[src/rtl/neuron_lut_loader.sv]
// neuron_lut_loader: runtime-loadable 64x2 neuron truth table.
// A 16-byte valid/ready stream fills a shadow copy. A correctly framed load
// commits it atomically to the active table. Lookups are registered and
// read the active table.
module neuron_lut_loader #(
  parameter int ENTRIES = 64,
  parameter int OUT_W   = 2
) (
  input  logic             clk,
  input  logic             rst,
  input  logic [7:0]       cfg_data,
  input  logic             cfg_valid,
  input  logic             cfg_last,
  output logic             cfg_ready,
  input  logic [5:0]       M0,
  input  logic             in_valid,
  output logic [OUT_W-1:0] M1,
  output logic             out_valid,
  output logic             loaded,
  output logic             cfg_err
);

  localparam int PER_BYTE = 8 / OUT_W;          // entries per config byte
  localparam int NBYTES   = ENTRIES / PER_BYTE; // bytes per full load
  localparam int IW       = $clog2(NBYTES);

  typedef enum logic {IDLE, LOAD} state_t;

  state_t                          state, state_d;
  logic [IW-1:0]                   idx, idx_d, widx;
  logic                            cfg_err_d, loaded_d, commit, wr_en, acc;
  logic [ENTRIES-1:0][OUT_W-1:0]   active, shadow, shadow_nx;

  // The block can take a byte whenever it is out of reset.
  assign cfg_ready = rst;
  assign acc       = cfg_valid & cfg_ready;

  // Per-byte lanes: merge the incoming byte into its shadow slot. The commit
  // copies shadow_nx so that the final byte lands in the same edge.
  for (genvar b = 0; b < NBYTES; b++) begin : g_lane
    assign shadow_nx[b*PER_BYTE +: PER_BYTE] =
      (wr_en && widx == IW'(b)) ? cfg_data : shadow[b*PER_BYTE +: PER_BYTE];
  end

  // Load framing: next state, byte index, error/loaded flags, commit strobe.
  always_comb begin
    state_d   = state;
    idx_d     = idx;
    cfg_err_d = cfg_err;
    loaded_d  = loaded;
    commit    = 1'b0;
    wr_en     = 1'b0;
    widx      = '0;
    case (state)
      IDLE: begin
        if (acc) begin
          wr_en     = 1'b1;
          widx      = '0;
          cfg_err_d = 1'b0;
          if (cfg_last) begin
            // A single-byte "load" is a framing error.
            cfg_err_d = 1'b1;
            idx_d     = '0;
          end else begin
            idx_d   = IW'(1);
            state_d = LOAD;
          end
        end
      end
      LOAD: begin
        if (acc) begin
          wr_en = 1'b1;
          widx  = idx;
          if (idx == IW'(NBYTES - 1)) begin
            if (cfg_last) begin
              commit   = 1'b1;
              loaded_d = 1'b1;
            end else begin
              cfg_err_d = 1'b1;
            end
            idx_d   = '0;
            state_d = IDLE;
          end else if (cfg_last) begin
            // Early last: drop the load and keep the active table as it is.
            cfg_err_d = 1'b1;
            idx_d     = '0;
            state_d   = IDLE;
          end else begin
            idx_d = idx + IW'(1);
          end
        end
      end
      default: begin
        state_d = IDLE;
        idx_d   = '0;
      end
    endcase
  end

  // Loader state, shadow/active tables and status flags.
  always_ff @(posedge clk) begin
    if (!rst) begin
      state   <= IDLE;
      idx     <= '0;
      cfg_err <= 1'b0;
      loaded  <= 1'b0;
      shadow  <= '0;
      active  <= '0;
    end else begin
      state   <= state_d;
      idx     <= idx_d;
      cfg_err <= cfg_err_d;
      loaded  <= loaded_d;
      shadow  <= shadow_nx;
      if (commit) active <= shadow_nx;
    end
  end

  // Registered lookup. A lookup in the commit cycle sees the old table.
  always_ff @(posedge clk) begin
    if (!rst) begin
      M1        <= '0;
      out_valid <= 1'b0;
    end else begin
      out_valid <= in_valid;
      if (in_valid) M1 <= loaded ? active[M0] : '0;
    end
  end

endmodule

[config.mk]
export PLATFORM = sky130hd
export DESIGN_NAME = neuron_lut_loader
export DESIGN_NICKNAME = d
export VERILOG_FILES = /design/src/rtl/neuron_lut_loader.sv
export SDC_FILE = /design/constraint.sdc
export NUM_CORES = 1
export LEC_CHECK = 0
export CAP_MARGIN = 30
export CORE_MARGIN = 1.5
export CORE_UTILIZATION = 34
export CTS_BUF_LIST = sky130_fd_sc_hd__clkbuf_4 sky130_fd_sc_hd__clkbuf_8 sky130_fd_sc_hd__clkbuf_16
export CTS_CLUSTER_SIZE = 28
export DETAILED_ROUTE_END_ITERATION = 6
export PLACE_DENSITY_LB_ADDON = 0.15
export SYNTH_ARGS = -nofsm -noshare
export SYNTH_HDL_FRONTEND = slang
export SYNTH_SLANG_ARGS = --single-unit
[constraint.sdc]
create_clock -name clk -period 2.5 [get_ports clk]
set_input_delay 0.5 -clock clk [delete_from_list [all_inputs] [get_ports clk]]
set_output_delay 0.5 -clock clk [all_outputs]
set_load 0.02 [all_outputs]
==> summary.md <==
| Metric | Value |
|---|---|
| P&R area growth vs syn | 19.59% |
| Cells after DPL | 1408 |
| Hold depth | 2 |
| Crit share post-route | 0.8476 |
| Wire per inst | 17.21 µm |
| Cell area after layout | 12660 µm² |
| Max Slew Vio Count | 0 |
| Diode count | 0 |
| Hold_buf cts | 0 |
| CP max stage delay | 660 ps |
| Die area | 32190 µm² |
| Critical path's top delay family | buffers and inverters |
| Yosys cell types | 43 |
| DPL Wire Length | 15410 µm |
| Seq cells post-synth | 266 |
| CP Class | reg -> out |
| Maximum resistive drop on vdd | 0.0005029 V |
| IO Port Bufs | 24 |
| Vias per cell | 4.906 |
| Gate Count Post-Synth | 1021 |
| Total track usage | 0.1575 |
| Sequential fraction of the synthesis area | 0.5032 |
| RePlAce Congestion | 0.7461 |
| Unrepaired setup endpoints after global routing | false |
| Static Leak | 0.004516 µW |
| Fillcell total | 3056 |
| CP max FO | 2 |
| First-pass GRT wire length | 40720 µm |
| CTS max path bufs | 3 |
| Initial antenna violation count | 0 |
| Gr ovfl total | 0 |
| Crit path launch | M1[0] |
| Flop-to-flop setup slack | 570 ps |
| # resized after CTS | 0 |
| Buf+Inv Stages, Crit Path | 1 |
| WP data required | 2000 ps |
| Reg clk slew, reported paths | 60 ps |
| Post-synth EDFFs | 0 |
| Period minus WS final | 2119 ps |
| Commonest cells after routing, fill and taps aside | dfxtp_1 (266), mux2i_1 (151), nand3_1 (137) |
| ANT nets after route | 0 |
| Worst-margin pin slew | 627.6 ps |
| H-tree Lvls | 1 |
| Drt first pass iters | 4 |
| Synthesized net count | 1041 |
| Hold worst-path end | active[20] |
| RR Endpoint | active[84] |
| Post-CTS Setup Bufs | 0 |
| Floorplan row count | 64 |
| Num CTS Buffers | 30 |
| Max_cap viols | 0 |
| Crit path cell chain | clkdlybuf4s50_1 |
| Slowest CP cell | clkdlybuf4s50_1 |
| Initial DRC Count | 467 |
| Outcome | finished clean |
| Share of cells above drive strength 1 | 0.1433 |
| IO Pins | 25 |
| CP Data Arrival Time | 1620 ps |
| Final hold vios | 0 |
| Crit end category | output pin |
| Syn_area_per_cell | 10.36 µm² |
| Clk Latency, worst-skew pair | 540 ps |
| Largest net degree at the start of global routing | 109 |
| Initial Utilization | 0.3460 |
| Commonest non-fill, non-tap cell in the layout | dfxtp_1 |
| Fin nets | 1064 |
| Setup Viol. Count Final | 0 |
| Non-filler instance count after layout | 1464 |
| Skew final | 8.977 ps |
| Worst hold start | active[20] |
| Post-synth ARST share | 0 |
| Die Ht | 179.4 µm |
| Critical Path Start Type | register |
| Final WL | 25200 µm |
| Main synth FF type | dfxtp_1 |
| Sink Count | 266 |
| DP Area | 11580 µm² |
| Power Total | 9265 µW |
| Worst hold path class | reg -> reg |
| Die width | 179.4 µm |
| Synthesized cell area | 10580 µm² |
| CORE AREA | 30590 µm² |
| DR DRC count | 0 |
| Relative slew slack | 0.5816 |
| CTS tree | built |
| Total number of vias | 7183 |
| Vias in the first global route | 7039 |
| Worst Reg-to-Reg Cells | 7 |
| Fmax | 471.9 MHz |
| Warnings, synthesis | 0 |
| Clk root buf | clkbuf_16 |
| Power Density | 732.1 nW/µm² |
| Worst R2R Start | idx[1] |
[final cells by class]
type,count,area [µm²],area share
Sequential cell,266,5325,0.4208
Multi-Input combinational cell,662,4850,0.3832
Clock buffer,48,984.7,0.07781
Timing Repair Buffer,81,897.1,0.07088
Tap cell,396,495.5,0.03915
Clock inverter,8,92.59,0.007316
Inverter,3,11.26,0.0008898
[cell usage after synthesis, types with 4 or more instances]
cell      count  area (µm²)
a21oi_1       5       25.02
and3_1        4       25.02
buf_1        11       41.29
buf_2        21       105.1
buf_4         8       60.06
clkbuf_1     48       180.2
dfxtp_1     266        5325
mux2i_1     151        1511
mux4_2       26       585.6
nand2_1      11       41.29
nand2b_1      8       50.05
nand3_1     138       690.7
nand3b_1      4       30.03
nor2_1        5       18.77
nor2b_1     135       844.6
o21ai_0     125       625.6
o21ai_1       9       45.04
[metal layers]
metal	wire length [µm]	track usage	up-vias
met2	10780	0.2423	80
met3	773	0.01965	30
met1	13170	0.2339	3440
met5	0	0	-
li1	-	-	3633
met4	468	0.03667	0
[how the worst max path moves through the flow]
stage / depth (start not counted) / endpoint / slack, ps
3_3_place_gp: 8 / M1[1] / -0.6
3_5_place_dp: 8 / M1[1] / -50
6_report: 1 / M1[0] / 380
4_1_cts: 1 / M1[1] / 380
5_1_grt: 1 / M1[0] / 370
2_1_floorplan: 8 / active[17] / 460
[state kept, by name, summed over array words and instances (netlist names)]
signal     count
active       128
idx            4
state          1
cfg_err        1
out_valid      1
M1             2
loaded         1
shadow       128
[per-stage QoR]
| step | util | hold WS [ps] | worst slack (ps) | TNS [ps] |
|---|---|---|---|---|
| floorplan | - | 437.9 | 457.8 | 0 |
| detailed placement | 0.3785 | 453.4 | -51.66 | -51.66 |
| global route | 0.4137 | 489.5 | 368.4 | 0 |
| global placement | 0.3785 | 449.2 | -0.6475 | -0.6475 |
| CTS | 0.4137 | 461.6 | 382.1 | 0 |
| finish | 0.4137 | 457.5 | 380.9 | 0 |
[power by group]
group / leakage (µW) / total, µW / switching [µW] / internal, µW
Combinational: 0.00183 / 379 / 227 / 152
Sequential: 0.00214 / 4250 / 4.46 / 4250
Clock: 0.000542 / 4630 / 1750 / 2890
Total: 0.00452 / 9270 / 1980 / 7290
[logic make-up after synthesis]
group,synth area share
compound gates,0.08016
mux,0.1982
simple gates,0.1776
buf+inv,0.03973
flops,0.5032
fa+ha+maj,0.001182
(Power assumes the default switching activity.)
